$ cat config.mk
export PLATFORM = sky130hd
export DESIGN_NAME = axis_accel_seq
export DESIGN_NICKNAME = d
export VERILOG_FILES = /design/src/rtl/axis_accel_seq.sv
export SDC_FILE = /design/constraint.sdc
export NUM_CORES = 1
export LEC_CHECK = 0
export CAP_MARGIN = 40
export CORE_ASPECT_RATIO = 1.4
export CORE_MARGIN = 5
export CORE_UTILIZATION = 45
export DETAILED_ROUTE_END_ITERATION = 10
export GPL_ROUTABILITY_DRIVEN = 0
export HOLD_SLACK_MARGIN = 0.06
export PLACE_DENSITY = 0.7
export REMOVE_ABC_BUFFERS = 1
export SKIP_LAST_GASP = 1
export SLEW_MARGIN = 10
export SYNTH_ARGS = -nofsm -noshare
export SYNTH_HDL_FRONTEND = slang
export SYNTH_SLANG_ARGS = --single-unit
$ cat constraint.sdc
create_clock -name ap_clk -period 5.32 [get_ports ap_clk]
set_input_delay 1.064 -clock ap_clk [delete_from_list [all_inputs] [get_ports ap_clk]]
set_output_delay 1.064 -clock ap_clk [all_outputs]
set_load 0.03 [all_outputs]
$ cat src/rtl/axis_accel_seq.sv
// Job sequencer for the enc/dec AXI-stream accelerator selector: drives mode select and ap_start,
// counts output beats and returns a status record. Optional watchdog: AXIS_ACCEL_SEQ_TIMEOUT_EN.
module axis_accel_seq #(
    parameter int BEAT_CNT_W = 16,
    parameter int TIMEOUT_W  = 24
) (
    input  logic                  ap_clk,
    input  logic                  ap_rst,
    input  logic                  cmd_valid,
    output logic                  cmd_ready,
    input  logic                  cmd_use_enc,
    input  logic [BEAT_CNT_W-1:0] cmd_beats,
    output logic                  USE_ENC,
    output logic                  ap_start,
    input  logic                  ap_ready,
    input  logic                  ap_done,
    input  logic                  ap_idle,
    input  logic                  out_V_TVALID,
    input  logic                  out_V_TREADY,
    output logic                  sts_valid,
    input  logic                  sts_ready,
    output logic                  sts_use_enc,
    output logic [BEAT_CNT_W-1:0] sts_beats,
    output logic [1:0]            sts_err,
    output logic                  busy
);

    typedef enum logic [2:0] {
        S_IDLE,
        S_WAIT_IDLE,
        S_START,
        S_RUN,
        S_REPORT
    } state_t;

    localparam logic [1:0] ERR_OK       = 2'b00;
    localparam logic [1:0] ERR_MISMATCH = 2'b01;
    localparam logic [1:0] ERR_ZERO     = 2'b10;

    state_t                state_q, state_d;
    logic                  use_enc_q, use_enc_d;
    logic                  ap_start_q, ap_start_d;
    logic                  sts_valid_q, sts_valid_d;
    logic                  sts_use_enc_q, sts_use_enc_d;
    logic [BEAT_CNT_W-1:0] sts_beats_q, sts_beats_d;
    logic [1:0]            sts_err_q, sts_err_d;
    logic [BEAT_CNT_W-1:0] beat_cnt_q, beat_cnt_d;
    logic [BEAT_CNT_W-1:0] exp_beats_q, exp_beats_d;
    logic                  busy_q;
    logic                  in_job;
    logic                  beat;

`ifdef AXIS_ACCEL_SEQ_TIMEOUT_EN
    logic [TIMEOUT_W-1:0]  wdog_q, wdog_d;
`endif

    assign in_job = (state_q == S_START) || (state_q == S_RUN);
    assign beat   = in_job && out_V_TVALID && out_V_TREADY;

    always_comb begin
        state_d       = state_q;
        use_enc_d     = use_enc_q;
        ap_start_d    = ap_start_q;
        sts_valid_d   = sts_valid_q;
        sts_use_enc_d = sts_use_enc_q;
        sts_beats_d   = sts_beats_q;
        sts_err_d     = sts_err_q;
        exp_beats_d   = exp_beats_q;
        beat_cnt_d    = beat_cnt_q;

        if (beat && (beat_cnt_q != '1)) begin
            beat_cnt_d = beat_cnt_q + 1'b1;
        end

        case (state_q)
            S_IDLE: begin
                if (cmd_valid) begin
                    use_enc_d   = cmd_use_enc;
                    exp_beats_d = cmd_beats;
                    beat_cnt_d  = '0;
                    if (cmd_beats == '0) begin
                        state_d       = S_REPORT;
                        sts_valid_d   = 1'b1;
                        sts_use_enc_d = cmd_use_enc;
                        sts_beats_d   = '0;
                        sts_err_d     = ERR_ZERO;
                    end else begin
                        state_d = S_WAIT_IDLE;
                    end
                end
            end
            S_WAIT_IDLE: begin
                if (ap_idle) begin
                    state_d = S_START;
                end
            end
            S_START: begin
                // First START cycle raises ap_start; ap_ready only counts once it is high.
                if (!ap_start_q) begin
                    ap_start_d = 1'b1;
                end else if (ap_ready) begin
                    ap_start_d = 1'b0;
                    state_d    = S_RUN;
                    if (ap_done) begin
                        state_d       = S_REPORT;
                        sts_valid_d   = 1'b1;
                        sts_use_enc_d = use_enc_q;
                        sts_beats_d   = beat_cnt_d;
                        sts_err_d     = (beat_cnt_d != exp_beats_q) ? ERR_MISMATCH : ERR_OK;
                    end
                end
            end
            S_RUN: begin
                if (ap_done) begin
                    state_d       = S_REPORT;
                    sts_valid_d   = 1'b1;
                    sts_use_enc_d = use_enc_q;
                    sts_beats_d   = beat_cnt_d;
                    sts_err_d     = (beat_cnt_d != exp_beats_q) ? ERR_MISMATCH : ERR_OK;
                end
            end
            S_REPORT: begin
                if (sts_ready) begin
                    sts_valid_d = 1'b0;
                    state_d     = S_IDLE;
                end
            end
            default: begin
                state_d = S_IDLE;
            end
        endcase

`ifdef AXIS_ACCEL_SEQ_TIMEOUT_EN
        wdog_d = wdog_q;
        if (state_q == S_WAIT_IDLE) begin
            wdog_d = '0;
        end else if (in_job) begin
            wdog_d = beat ? '0 : wdog_q + 1'b1;
        end
        // Timeout overrides any same-cycle completion decided above.
        if (in_job && (wdog_d == '1)) begin
            ap_start_d    = 1'b0;
            state_d       = S_REPORT;
            sts_valid_d   = 1'b1;
            sts_use_enc_d = use_enc_q;
            sts_beats_d   = beat_cnt_d;
            sts_err_d     = 2'b11;
        end
`endif
    end

    always_ff @(posedge ap_clk) begin
        if (ap_rst) begin
            state_q       <= S_IDLE;
            use_enc_q     <= 1'b0;
            ap_start_q    <= 1'b0;
            sts_valid_q   <= 1'b0;
            sts_use_enc_q <= 1'b0;
            sts_beats_q   <= '0;
            sts_err_q     <= ERR_OK;
            beat_cnt_q    <= '0;
            exp_beats_q   <= '0;
            busy_q        <= 1'b0;
`ifdef AXIS_ACCEL_SEQ_TIMEOUT_EN
            wdog_q        <= '0;
`endif
        end else begin
            state_q       <= state_d;
            use_enc_q     <= use_enc_d;
            ap_start_q    <= ap_start_d;
            sts_valid_q   <= sts_valid_d;
            sts_use_enc_q <= sts_use_enc_d;
            sts_beats_q   <= sts_beats_d;
            sts_err_q     <= sts_err_d;
            beat_cnt_q    <= beat_cnt_d;
            exp_beats_q   <= exp_beats_d;
            busy_q        <= (state_d != S_IDLE);
`ifdef AXIS_ACCEL_SEQ_TIMEOUT_EN
            wdog_q        <= wdog_d;
`endif
        end
    end

    assign cmd_ready   = (state_q == S_IDLE);
    assign USE_ENC     = use_enc_q;
    assign ap_start    = ap_start_q;
    assign sts_valid   = sts_valid_q;
    assign sts_use_enc = sts_use_enc_q;
    assign sts_beats   = sts_beats_q;
    assign sts_err     = sts_err_q;
    assign busy        = busy_q;

endmodule
==> Word-level counts from Yosys, hierarchy flattened <==
Index checks and enable logic that the tools add are counted.
{ "word_totals": {"register_bits": 58, "latch_bits": 0, "ramBits": 0, "rom_bits": 0, "input_bits": 26, "output_inout_bits": 24, "word_cells": 74, "n_memories": 0} }
{ "op_classes": {"addsub": 1, "multipliers": 0, "n_div": 0, "n_lt_le_gt_ge": 0, "n_eq_ne": 11, "shifts": 0, "mux": 40, "bitwise_logic": 0, "reduce_logical": 12} }
{ "ops": {"columns": ["op", "n"], "rows": [
  ["16-bit 2-to-1 mux", 8],
  ["16-bit one-hot mux with 3 select lines", 1],
  ["3-bit 2-to-1 mux", 8],
  ["16-bit by 1-bit adder with 16-bit output, second input constant", 1],
  ["16-bit logical NOT", 1],
  ["16-bit inequality test", 1],
  ["16-bit inequality test, second input constant", 1],
  ["3-bit one-hot mux with 5 select lines", 1],
  ["1-bit 2-to-1 mux", 14],
  ["2-bit 2-to-1 mux", 5],
  ["2-bit inequality test, second input constant", 4],
  ["3-bit by 2-bit equality test with 1-bit output, second input constant", 2],
  ["2-bit one-hot mux with 3 select lines", 1],
  ["6-bit AND reduction", 1],
  ["3-bit nonzero test", 2],
  ["5-bit AND reduction", 1],
  ["1-bit one-hot mux with 4 select lines", 1],
  ["4-bit nonzero test", 1],
  ["3-bit by 1-bit equality test with 1-bit output, second input constant", 1],
  ["3-bit equality test, second input constant", 1],
  ["1-bit logical AND", 3],
  ["3-bit logical NOT", 1],
  ["1-bit one-hot mux with 3 select lines", 1],
  ["2-bit by 1-bit inequality test with 1-bit output, second input constant", 1],
  ["2 further kinds", 2]
]} }

==> Depth between registers and ports, before layout <==
{ "logic_depth": {"word_depth": 12, "depth_mapped": 9, "depth_no_buf": 8} }

==> Worst setup path after synthesis <==
No wires, ideal clock.
{ "synth_timing": {"path_type": "input to register", "start": "input out_V_TREADY", "end": "register sts_err_q[0], in the netlist sts_err[0]", "t_arrival_ns": 2.525, "setup_slack_ns": 2.659, "stages": 8, "n_path_buf": 1, "path_cell_list": "and4b_1 -> buf_6 -> nand4_4 -> or4b_4 -> nand2_1 -> nand2_1 -> nor4_1 -> a311oi_1"} }
{ "synth_between": {"elab_chain_len": 9} }
{ "synth_lines": {"columns": ["element", "line", "text"], "rows": [
  ["from (decl)", "19", "input logic out_V_TREADY,"],
  ["1-bit logical AND (*)", "58", "assign beat = in_job && out_V_TVALID && out_V_TREADY;"],
  ["1-bit logical AND (*)", "71", "if (beat && (beat_cnt_q != '1)) begin"],
  ["16-bit 2-to-1 mux (*)", "71", null],
  ["16-bit inequality test (*)", "109, 119", null],
  ["1-bit 2-to-1 mux (*)", "109, 119", null],
  ["2-bit 2-to-1 mux (*)", "104, 114", null],
  ["2-bit 2-to-1 mux", "101", "end else if (ap_ready) begin"],
  ["2-bit 2-to-1 mux", "99", "if (!ap_start_q) begin"],
  ["2-bit one-hot mux with 3 select lines (*)", "75", "case (state_q)"],
  ["to (signal assigned)", "174", "sts_err_q <= sts_err_d;"],
  ["to (decl)", "46", "logic [1:0] sts_err_q, sts_err_d;"]
]} }
Every way passes the cells marked *; elsewhere a longest branch is shown, timed or not. The select of a mux whose other input is x is not followed.
A chain may end at the register's enable or synchronous reset.

==> Final worst setup path <==
{ "layout_timing": {"start": "input out_V_TVALID", "end": "register sts_err_q[0], in the netlist sts_err[0]"} }
{ "layout_between": {"elab_chain_len": 10} }
{ "layout_lines": {"columns": ["element", "line", "text"], "rows": [
  ["from (decl)", "18", "input logic out_V_TVALID,"],
  ["1-bit logical AND (*) (2 in series)", "58", null],
  ["1-bit logical AND (*)", "71", null],
  ["16-bit 2-to-1 mux (*)", "71", null],
  ["16-bit inequality test (*)", "109, 119", null],
  ["1-bit 2-to-1 mux (*)", "109, 119", null],
  ["2-bit 2-to-1 mux (*)", "104, 114", null],
  ["2-bit 2-to-1 mux", "101", null],
  ["2-bit 2-to-1 mux", "99", null],
  ["2-bit one-hot mux with 3 select lines (*)", "75", null]
]} }
Marked as above.

==> flow_metrics.tcl <==
set metrics [dict create \
    core_area_sq_um 6130 \
    synth_area_leader_cell "dfxtp_1" \
    ir_worst_vdd_mv 0.175 \
    cts.clk_slew.worst_paths_ns 0.07 \
    port_buffers 49 \
    insertion_delay_ns 0.35 \
    cts_tree "yes" \
    fmax_ghz 0.319 \
    slowest_delay_ns 0.58 \
    cts_resized 0 \
    swShare_pct 24.8 \
    cts_max_level 3 \
    p_leak_nw 1.25 \
    clkPwrFrac_pct 45.2 \
    grt_max_degree 43 \
    p_seq_share_pct 44.7 \
    clockBufferDepth 2 \
    postCtsSetupBuffers 0 \
    initial_utilization_pct 45.3 \
    hold_viol 0 \
    postCtsHoldBufs 0 \
    endpoint_kind "flop" \
    critPathSlowestCell "or4b_4" \
    hold_depth 2 \
    slew_headroom_pct 56.9 \
    ys_dominant_reg_cell "dfxtp_1" \
    die_h_um 103 \
    power_density_nw_per_um2 290 \
    skew_ns 0.00616 \
    cts-root-buf "clkbuf_8" \
    finalMaxSlewViolations 0 \
    hold_start "exp_beats_q[13]" \
    drtAntennaViolNets 0 \
    async_flop_share_pct 0 \
    syn-mean-instance-area_sq_um 8.21 \
    track_usage_pct 19.1 \
    synthTopCellsByArea "dfxtp_1, a21oi_1, nor2_1, nand2_1, xnor2_1" \
    r2r-end "sts_err[0]" \
    die_area_sq_um 7860 \
    numCtsBuffers 9 \
    grt_first_pass_wirelength_um 11600 \
    dr.pass1.iters 4 \
    die_w_um 76.4 \
    ys_seq_area_share_pct 41.8 \
    via_count 2518 \
    crit_arrival_ns 3.35 \
    ios 50 \
    areaGrowthSynthToFinish_pct 27.3 \
    synth_area_sq_um 2780 \
    critPathRequiredTime_ns 5.54 \
    r2r_cells 7 \
    rrSetupSlack_ns 2.82 \
    synth_commonest_cells "dfxtp_1, nor2_1, nand2_1" \
    drive_gt1_share_pct 8.72 \
    via_per_inst 5.45 \
    min_to "exp_beats_q[13]" \
    cts.sinks 58 \
    drc_errors 0 \
    ys.warnings.count 0 \
    critPathLaunchType "input port" \
    setup_tns_ns 0 \
    synth_edf_count 0 \
    rows 34 \
    hold_class "flop to flop" \
    wl_per_cell_um 15.5 \
    netlist.area_leader.share_pct 41.8 \
    gr-total-overflow 0 \
    combPwrFrac_pct 10.1 \
    setup_violations 0 \
    power_switching_uw 254 \
    path_cells "clkdlybuf4s50_1 > and4b_1 > nand4_4 > or4b_4 > nand2_1 > nand2_1 > nor4_1 > a311oi_1" \
    path_max_fanout 10 \
    holdWs_ns 0.466 \
    worstSetupPathType "input port to flop" \
    dp_hpwl_um 5260 \
    synth_cells 338 \
    p_int_uw 771 \
    yosys.cell_types.count 51 \
    drt-total-wl_um 7180 \
    antennaDiodeCount 0 \
    grt_pass1_vias 2403 \
    fillers 588 \
    tightest_slew_ns 0.646 \
    rsz0062_at_grt "false" \
    antenna_found_initial 0 \
    cp_common_cell "nand2_1" \
    fin_crit_ns 3.13 \
    drt-initial-drc-count 148 \
    cap_violations 0 \
    period_share_pct 58.9 \
    r2r-start "state_q[1]" \
    nNetsFinal 412 \
    ys_seq_elements 58 \
    outcome "finished, final reports clean" \
]
[per-layer routing]
| layer | global-route usage (%) | wire length [um] | up-vias |
|---|---|---|---|
| met5 | 0 | 0 | - |
| met4 | 11.0 | 212 | 0 |
| met3 | 4.37 | 376 | 18 |
| met2 | 33.4 | 3670 | 58 |
| met1 | 21.5 | 2920 | 1183 |
| li1 | - | - | 1259 |
[power groups by stage]
| stage | sequential [mW] | clock, mW | combinational (mW) |
|---|---|---|---|
| 2_1_floorplan | 0.471 | 0 | 0.0506 |
| 3_3_place_gp | 0.468 | 0 | 0.103 |
| 3_5_place_dp | 0.468 | 0 | 0.104 |
| 4_1_cts | 0.459 | 0.471 | 0.104 |
| 5_1_grt | 0.460 | 0.492 | 0.115 |
| 6_report | 0.459 | 0.463 | 0.103 |
[stage by stage]
| step | instances | power, mW | area (sq um) | util, % | setup WS [ns] |
|---|---|---|---|---|---|
| after global routing | 462 | 1.07 | 3530 | 57.7 | 2.00 |
| after CTS | 462 | 1.03 | 3530 | 57.7 | 2.19 |
| after detailed placement | 446 | 0.572 | 3310 | 54.0 | 1.82 |
| after floorplan | 322 | 0.522 | 2700 | - | 2.52 |
| after global placement | 446 | 0.571 | 3310 | 54.0 | 1.88 |
| final | 462 | 1.03 | 3530 | 57.7 | 2.19 |
[placed cells by master, fill, tap and decap left out, types with 4 or more instances in the layout]
master and count:
dfxtp_1 58, nand2_1 45, nand2b_1 4, o21ai_0 4, and4_1 4, clkbuf_8 10
and2_1 4, clkdlybuf4s50_1 49, xnor2_1 18, xor2_1 6, and3_1 4, nor4_1 6
a21oi_1 44, nand4_1 4, nor2b_1 4, inv_1 4, nor3_1 9, nand3_1 4
nor2_1 58
[final cells by class]
type                    instances  area (sq um)  share of cell area, %
multi-input cells             260          1530                   43.2
clock buffers                  10           138                   3.90
clock inverters                 6          88.8                   2.51
flip-flops and latches         58          1160                   32.9
inverters                       4          15.0                  0.425
repair buffers                 52           513                   14.5
well taps                      72          90.1                   2.55
[sequential cells by signal (all words and copies together) (netlist names)]
name,flops
beat_cnt_q,16
exp_beats_q,16
sts_beats,16
state_q,3
sts_err,2
USE_ENC,1
ap_start,1
busy,1
sts_use_enc,1
sts_valid,1
[critical path: cells and delay by family]
| kind | cells | cell delay (ns) |
|---|---|---|
| buffers and inverters | 1 | 0.48 |
| and+or+nand+nor | 6 | 1.68 |
| AOI/OAI and AO/OA | 1 | 0.12 |
[kinds of logic after synthesis]
logic type      after synthesis  share of synthesized area, %
buf+inv                      20                          3.11
flops                        58                          41.8
fa+ha+maj                     1                         0.451
mux                           3                          1.08
simple gates                166                          30.8
xor+xnor                     26                          8.75
compound gates               64                          14.0
[how the worst max path moves through the flow]
stage,start,end,slack [ns],cells after the start
detailed placement,out_V_TVALID,sts_err[0],1.82,8
CTS,out_V_TVALID,sts_err[0],2.19,8
finish,out_V_TVALID,sts_err[0],2.19,8
global route,out_V_TVALID,sts_err[0],2.00,8
floorplan,out_V_TREADY,sts_err[0],2.52,7
global placement,out_V_TREADY,sts_err[0],1.88,8
No activity file was read; power rests on OpenSTA's default activity.
